### src/rtl/cpu_pkg.sv
// Shared register write-back types: data/address widths, the queued request
// record and the address-to-enable decoder used by the write-back sequencer.
package cpu_pkg;

  localparam int DATA_W = 16;
  localparam int NREG   = 8;
  localparam int ADDR_W = 3;

  typedef struct packed {
    logic [ADDR_W-1:0] addr;
    logic [DATA_W-1:0] data;
  } wb_req_t;

  // An index outside 0..NREG-1 decodes to all zeros, i.e. a dropped write.
  function automatic logic [NREG-1:0] onehot_dec(input logic [ADDR_W-1:0] addr);
    logic [NREG-1:0] vec;
    for (int i = 0; i < NREG; i++) begin
      vec[i] = (addr == ADDR_W'(i));
    end
    return vec;
  endfunction

endpackage

### src/rtl/reg_wb_fifo.sv
// Synchronous FIFO of write-back requests. Besides the head it exposes every
// entry in age order (index 0 = oldest) with a valid bit, for hazard lookup.
module reg_wb_fifo
  import cpu_pkg::*;
#(
  parameter int DEPTH = 4
) (
  input  logic                  CLK,
  input  logic                  reset,
  input  logic                  push_i,
  input  logic                  pop_i,
  input  logic                  clr_i,
  input  wb_req_t               wr_i,
  output logic [$clog2(DEPTH):0] count_o,
  output logic [DEPTH-1:0]      age_valid_o,
  output wb_req_t [DEPTH-1:0]   age_o
);

  localparam int PW = $clog2(DEPTH);
  localparam int CW = PW + 1;

  logic [PW-1:0]       wr_ptr_q, wr_ptr_d;
  logic [PW-1:0]       rd_ptr_q, rd_ptr_d;
  logic [CW-1:0]       count_q, count_d;
  wb_req_t [DEPTH-1:0] mem_q;

  // Pointer and occupancy next-state; DEPTH is a power of two so pointers wrap naturally.
  always_comb begin
    wr_ptr_d = wr_ptr_q;
    rd_ptr_d = rd_ptr_q;
    count_d  = count_q;
    if (clr_i) begin
      wr_ptr_d = '0;
      rd_ptr_d = '0;
      count_d  = '0;
    end else begin
      if (push_i) begin
        wr_ptr_d = wr_ptr_q + PW'(1);
      end else begin
        wr_ptr_d = wr_ptr_q;
      end
      if (pop_i) begin
        rd_ptr_d = rd_ptr_q + PW'(1);
      end else begin
        rd_ptr_d = rd_ptr_q;
      end
      case ({push_i, pop_i})
        2'b10:   count_d = count_q + CW'(1);
        2'b01:   count_d = count_q - CW'(1);
        default: count_d = count_q;
      endcase
    end
  end

  // State registers and entry storage.
  always_ff @(posedge CLK or negedge reset) begin
    if (!reset) begin
      wr_ptr_q <= '0;
      rd_ptr_q <= '0;
      count_q  <= '0;
      mem_q    <= '0;
    end else begin
      wr_ptr_q <= wr_ptr_d;
      rd_ptr_q <= rd_ptr_d;
      count_q  <= count_d;
      if (push_i && !clr_i) begin
        mem_q[wr_ptr_q] <= wr_i;
      end
    end
  end

  // Rotate storage into age order relative to the read pointer.
  always_comb begin
    for (int k = 0; k < DEPTH; k++) begin
      age_o[k]       = mem_q[rd_ptr_q + PW'(k)];
      age_valid_o[k] = (CW'(k) < count_q);
    end
  end

  assign count_o = count_q;

endmodule

### src/rtl/reg_wb_queue.sv
// Register write-back sequencer: queues writes and retires one per cycle as a
// one-hot enable plus shared data. Define REG_WB_QUEUE_FWD_EN for lookup_data.
module reg_wb_queue
  import cpu_pkg::*;
#(
  parameter int DEPTH = 4
) (
  input  logic                   CLK,
  input  logic                   reset,
  input  logic                   in_valid,
  output logic                   in_ready,
  input  logic [ADDR_W-1:0]      in_addr,
  input  logic [DATA_W-1:0]      in_data,
  input  logic                   flush,
  output logic [NREG-1:0]        reg_en,
  output logic [DATA_W-1:0]      reg_data,
  input  logic [ADDR_W-1:0]      lookup_addr,
  output logic                   lookup_hit,
`ifdef REG_WB_QUEUE_FWD_EN
  output logic [DATA_W-1:0]      lookup_data,
`endif
  output logic [$clog2(DEPTH):0] count,
  output logic                   busy
);

  localparam int CW = $clog2(DEPTH) + 1;

  wb_req_t             wr_s;
  wb_req_t [DEPTH-1:0] age_s;
  logic [DEPTH-1:0]    age_valid_s;
  logic [DEPTH-1:0]    q_match_s;
  logic [CW-1:0]       count_s;
  logic                push_s;
  logic                pop_s;
  logic                en_hit_s;
  logic [NREG-1:0]     reg_en_q, reg_en_d;
  logic [DATA_W-1:0]   reg_data_q, reg_data_d;

  assign wr_s.addr = in_addr;
  assign wr_s.data = in_data;

  // Full is judged on the current count only; a same-cycle pop does not make room.
  assign in_ready = (count_s < CW'(DEPTH)) && !flush;
  assign push_s   = in_valid && in_ready;
  assign pop_s    = (count_s != '0) && !flush;

  reg_wb_fifo #(
    .DEPTH(DEPTH)
  ) u_fifo (
    .CLK        (CLK),
    .reset      (reset),
    .push_i     (push_s),
    .pop_i      (pop_s),
    .clr_i      (flush),
    .wr_i       (wr_s),
    .count_o    (count_s),
    .age_valid_o(age_valid_s),
    .age_o      (age_s)
  );

  // Retire stage next-state: data holds when nothing retires.
  always_comb begin
    if (pop_s) begin
      reg_en_d   = onehot_dec(age_s[0].addr);
      reg_data_d = age_s[0].data;
    end else begin
      reg_en_d   = '0;
      reg_data_d = reg_data_q;
    end
  end

  // Retire stage registers driving the register bank.
  always_ff @(posedge CLK or negedge reset) begin
    if (!reset) begin
      reg_en_q   <= '0;
      reg_data_q <= '0;
    end else begin
      reg_en_q   <= reg_en_d;
      reg_data_q <= reg_data_d;
    end
  end

  // Per-entry address match against the decode query.
  always_comb begin
    for (int k = 0; k < DEPTH; k++) begin
      q_match_s[k] = age_valid_s[k] && (age_s[k].addr == lookup_addr);
    end
  end

  assign en_hit_s   = |(reg_en_q & onehot_dec(lookup_addr));
  assign lookup_hit = (|q_match_s) || en_hit_s;

`ifdef REG_WB_QUEUE_FWD_EN
  // Oldest-to-youngest walk so the youngest queued match overrides.
  always_comb begin
    lookup_data = en_hit_s ? reg_data_q : '0;
    for (int k = 0; k < DEPTH; k++) begin
      lookup_data = q_match_s[k] ? age_s[k].data : lookup_data;
    end
  end
`else
  logic unused_fwd_s;
  assign unused_fwd_s = ^age_s;
`endif

  assign reg_en   = reg_en_q;
  assign reg_data = reg_data_q;
  assign count    = count_s;
  assign busy     = (count_s != '0) || (reg_en_q != '0);

endmodule

### config.mk
export PLATFORM = sky130hd
export DESIGN_NAME = reg_wb_queue
export DESIGN_NICKNAME = d
export VERILOG_FILES = /design/src/rtl/cpu_pkg.sv /design/src/rtl/reg_wb_fifo.sv /design/src/rtl/reg_wb_queue.sv
export SDC_FILE = /design/constraint.sdc
export NUM_CORES = 1
export LEC_CHECK = 0
export BUFFER_PORTS_ARGS = -buffer_cell sky130_fd_sc_hd__buf_2
export CORE_MARGIN = 10
export CORE_UTILIZATION = 25
export CTS_CLUSTER_DIAMETER = 80
export DETAILED_ROUTE_END_ITERATION = 10
export GPL_ROUTABILITY_DRIVEN = 0
export HOLD_SLACK_MARGIN = 0.03
export PLACE_DENSITY_LB_ADDON = 0.25
export SYNTH_ARGS = -nofsm -noshare
export SYNTH_HDL_FRONTEND = slang
export SYNTH_SLANG_ARGS = --single-unit
export TNS_END_PERCENT = 30
### constraint.sdc
create_clock -name CLK -period 2.5 [get_ports CLK]
set_input_delay 0.375 -clock CLK [delete_from_list [all_inputs] [get_ports CLK]]
set_output_delay 0.375 -clock CLK [all_outputs]
set_load 0.005 [all_outputs]
### Word level (Yosys, flattened, before mapping)

Index checks and enable logic that the tools add are counted.

* add/sub/neg operators: 6
* $lt $le $gt $ge: 11
* equality and inequality tests: 20
* mux-type cells: 18
* bitwise gates (word level): 1
* reductions and logical operators: 21

Operator list (count)
* 19-bit binary-select mux with 2-bit select: 4
* 19-bit 2-to-1 mux: 5
* 76-bit bitwise mux: 1
* 19-bit demux with 2-bit select: 1
* 3-bit equality test (second input constant): 8
* 2-bit by 3-bit less-than comparator with 1-bit output (second input constant): 5
* 3-bit by 2-bit equality test with 1-bit output (second input constant): 4
* 3-bit equality test: 4
* 1-bit logical AND: 9
* 8-bit AND: 1
* 2-bit 2-to-1 mux: 4
* 8-bit 2-to-1 mux: 1
* 8-bit nonzero test: 1
* 8-bit OR reduction: 1
* 3-bit by 1-bit equality test with 1-bit output (second input constant): 2
* 3-bit logical NOT: 2
* 1-bit by 3-bit less-than comparator with 1-bit output (first input constant): 2
* 2-bit by 3-bit less-than comparator with 1-bit output (first input constant): 2
* 3-bit one-hot mux with 2 select lines: 1
* 3-bit nonzero test: 2
* 2-bit by 1-bit adder with 2-bit output (second input constant): 2
* 2-bit adder (second input constant): 2
* 2-bit nonzero test: 2
* 4-bit OR reduction: 1
* other kinds (9): 10

* bits in registers: 107
* output and inout bits: 30

### Logic depth before layout (Yosys ltp)

* word-level depth: 7
* mapped depth: 7
* mapped depth without buffers: 6

### Cells and area by module

A second synthesis with hierarchy kept.

* cells, all modules: 421
* area total of the unflattened synthesis: 6502.5 µm²

By module, submodules not included
* reg_wb_fifo: times used 1, cells an instance 303, area each 5386.4 µm², seq. area each 2077.0 µm²
* reg_wb_queue: times used 1, cells an instance 118, area each 1116.1 µm², seq. area each 600.6 µm²

### Least setup slack after synthesis

No wires, ideal clock.

* path kind: register to output
* start: register u_fifo.rd_ptr_q[0]
* end: output lookup_hit
* arrival: 1.626 ns
* setup slack: 0.499 ns
* cell stages (with the launch flop): 7
* path buffers: 1
* path through: dfrtp_1 -> buf_6 -> mux4_2 -> xor2_1 -> nor3_1 -> o32ai_1 -> nand3_1

* word-level cells in the longest chain between the ends: 7
* elaborated cells on any way between the ends: 21

Ends and longest elaborated chain
* from (decl): line reg_wb_fifo.sv:23 `logic [PW-1:0] rd_ptr_q, rd_ptr_d;`
* from (signal assigned): line reg_wb_fifo.sv:64 `rd_ptr_q <= rd_ptr_d;`
* 2-bit by 1-bit adder with 2-bit output or 2-bit adder (tied branches): line reg_wb_fifo.sv:75 `age_o[k] = mem_q[rd_ptr_q + PW'(k)];`
* 19-bit binary-select mux with 2-bit select: line reg_wb_fifo.sv:75
* 19-bit 2-to-1 mux (implied by the code): line reg_wb_fifo.sv:75
* 3-bit equality test: line reg_wb_queue.sv:86 `q_match_s[k] = age_valid_s[k] && (age_s[k].addr == lookup_addr);`
* 1-bit logical AND: line reg_wb_queue.sv:86
* 4-bit OR reduction (*): line reg_wb_queue.sv:91 `assign lookup_hit = (|q_match_s) || en_hit_s;`
* 1-bit logical OR (*): line reg_wb_queue.sv:91
* to (decl): line reg_wb_queue.sv:18 `output logic lookup_hit,`

Every way passes the cells marked *; elsewhere a longest branch is shown, timed or not. The select of a mux whose other input is x is not followed.

### Worst setup path in the final report

Same ends and word-level chain as after synthesis.

==> flow_summary.ini <==
[status]
status = complete, but fails checks
violations = setup timing

[clock_network]
cts.reportedPaths.clkPinSlew_ps = 70
clock-root-buffer = clkbuf_16
htree_levels = 3
numCtsBuffers = 9
cts_sinks = 107
clk_latency_ps = 350
cts_tree = yes
cts.path.max_buffers = 2

[detailed_routing]
drtIter0Drc = 117
wirelength_um = 11680
drc = 0
firstDrtPassIters = 4
drt.antenna.violating_nets = 0
via_count = 2983
wire_per_inst_um = 17.43
vias_per_cell = 4.452

[global_routing]
grt_pass1_vias = 3243
track_usage = 0.09266
grt_overflow = 0
grt_first_pass_wirelength_um = 18600
grt_max_degree = 51
antenna_found_initial = 2

[floorplanning]
die_area_um2 = 26390
num_rows = 52
placeableCoreArea_um2 = 20100
initial_utilization = 0.2524
die_y_um = 162.5
die_x_um = 162.5
io_pins = 56

[synthesis]
syn_nets = 366
synth_edf_count = 0
synth_fa_ha_area_frac = 0.01973
synth_top_family_by_area = multiplexers
synthFlopType = dfrtp_1
synth.mux.area_fraction = 0.3401
ys_types = 35
async_flop_share = 1.000
avgSynthCellArea_um2 = 15.28
ys_seq_area_frac = 0.5277
synth-compound-area-share = 0.01751
synth_xor_area_frac = 0.02935
ys_ff_latch = 107
netlist_area_um2 = 5074
yosys_warnings = 0
yosys.area_share.simple = 0.03798
postSynthCellCount = 332

[worst_setup_path]
crit_start = u_fifo.rd_ptr_q[0]
worst_ep_required_time_ps = 2120
start_kind = register
regToRegSetupSlack_ps = 360
reg2reg_from = u_fifo.count_o[0]
arrival_ps = 2210
worst-setup-path-type = reg2out
reg2regPathDepth = 7
endpoint_kind = primary output
worstPathMaxFanout = 6
reg2reg_to = reg_data[4]

[power]
power_mw = 7.335
power.leakage_nw = 2.647
p_sw_mw = 2.244
clockPowerShare = 0.206
p_seq_frac = 0.402
combPwrFrac = 0.391
switching_share = 0.3059
ir_worst_vdd_mv = 0.3654
power.density_nw_per_um2 = 1210
intPower_mw = 5.092

[timing]
finalSetupTns_ps = -83.47
fmax_ghz = 0.3871
finalSetupViolations = 1
setup_ws_ps = -83.47
rsz0062_at_grt = yes
min_period_ps = 2583
worst_slew_pin_slew_ps = 538.6
skew_ps = 4.940
slew_violations = 0
relSlewSlack = 0.6410
period_share = 1.033
finalHoldViolCount = 0
hold_ws_ps = 294.9

[cells_and_area]
drive_above_1_share = 0.5350
postLayoutCellArea_um2 = 6062
multi_input_area_um2 = 2257
mostFrequentLayoutCells = dfrtp_1, mux2_2, buf_2, mux4_2, nor2_1
area_growth_pct = 19.48
fill_cells = 1998
final_common_cell = dfrtp_1
stdcell_count = 670
diodes = 0
fin_nets = 430
final_util = 0.3015
seq_area_um2 = 2679

[min_path]
whs_endpoint = u_fifo.mem_q[30]
hold_path.class = in2reg
hold_path_startpoint = in_data[11]
worstHoldPathCells = 2

[flow_run]
drv_cap = 0

[place]
postPlaceCellArea_um2 = 5699
place_hpwl_um = 7736
io_buffers = 55
dp.cells = 650
dp_slack_ps = 220.1
==> cell type report <==
| cell class | instances | area share |
|---|---|---|
| Clock buffer | 14 | 0.04685 |
| Inverter | 5 | 0.003096 |
| Clock inverter | 1 | 0.004954 |
| Tap cell | 270 | 0.05573 |
| Sequential cell | 107 | 0.4419 |
| Multi-Input combinational cell | 199 | 0.3723 |
| Timing Repair Buffer | 74 | 0.07513 |
==> worst max path at each step <==
stage                       to  slack (ps)  cells after the start
finish              lookup_hit         -80                      7
CTS                 lookup_hit        -110                      7
global route        lookup_hit        -270                      7
floorplan           lookup_hit         500                      6
detailed placement  lookup_hit         220                      7
global placement    lookup_hit         250                      7
==> critical path, cell delays in order, from the launching register on <==
cell       delay (ps)
dfrtp_2           450
buf_6             150
mux4_2            500
xor2_1            160
a2111oi_2         230
o32ai_1           130
nand3_1           110
buf_2             130
==> synth_stat cells (2+ instances only) <==
cell        n  area [um^2]
mux4_2     29        653.1
mux2_2     92         1036
xor2_1     10        87.58
nand2_1     4        15.01
buf_4       6        45.04
dfrtp_1   107         2678
nand3_1     2        10.01
nor4_1      3        18.77
buf_2      10        50.05
ha_1        8        100.1
inv_1       5        18.77
xnor2_1     7        61.31
and3_1      4        25.02
nor2b_1     3        18.77
a21oi_1     4        20.02
clkbuf_1    4        15.01
nor2_1     16        60.06
==> metal layers <==
| metal | vias up | track usage | part of all wire |
|---|---|---|---|
| met5 | - | 0 | 0.0023 |
| met4 | 4 | 0.04508 | 0.023 |
| met3 | 18 | 0.02958 | 0.044 |
| met2 | 57 | 0.1475 | 0.48 |
| met1 | 1560 | 0.1112 | 0.45 |
| li1 | 1344 | - | - |
==> power by group through the flow <==
| stage | Sequential [mW] | Combinational [mW] | Clock, mW |
|---|---|---|---|
| finish | 2.95 | 2.87 | 1.51 |
| global route | 3.06 | 3.17 | 1.64 |
| CTS | 2.95 | 2.92 | 1.56 |
| detailed placement | 2.99 | 2.87 | 0 |
| global placement | 2.95 | 2.81 | 0 |
| floorplan | 2.86 | 2.10 | 0 |
==> sequential cells by signal (all words and copies together) (netlist names) <==
name,flops
reg_data,16
reg_en,8
u_fifo.count_o,3
u_fifo.mem_q,76
u_fifo.rd_ptr_q,2
u_fifo.wr_ptr_q,2
==> kinds of logic (layout without fill, tap and decap cells) <==
family | after synthesis | in the layout
AOI/OAI and AO/OA | 12 | 12
xor gates and xnor gates | 17 | 17
adders and majority gates | 8 | 8
buffers and inverters | 26 | 94
DFF | 107 | 107
muxes | 123 | 123
and+or+nand+nor | 39 | 39
==> timing repair <==
action / in CTS / in global routing
hold buffers: 1 / 0
gates resized for setup: 2 / 2
endpoints found under the setup margin: 1 / 1
pin swaps: 0 / 1
endpoints found under the hold margin: 37 / 0
setup buffers: 3 / 1
No activity file was read; power rests on OpenSTA's default activity.
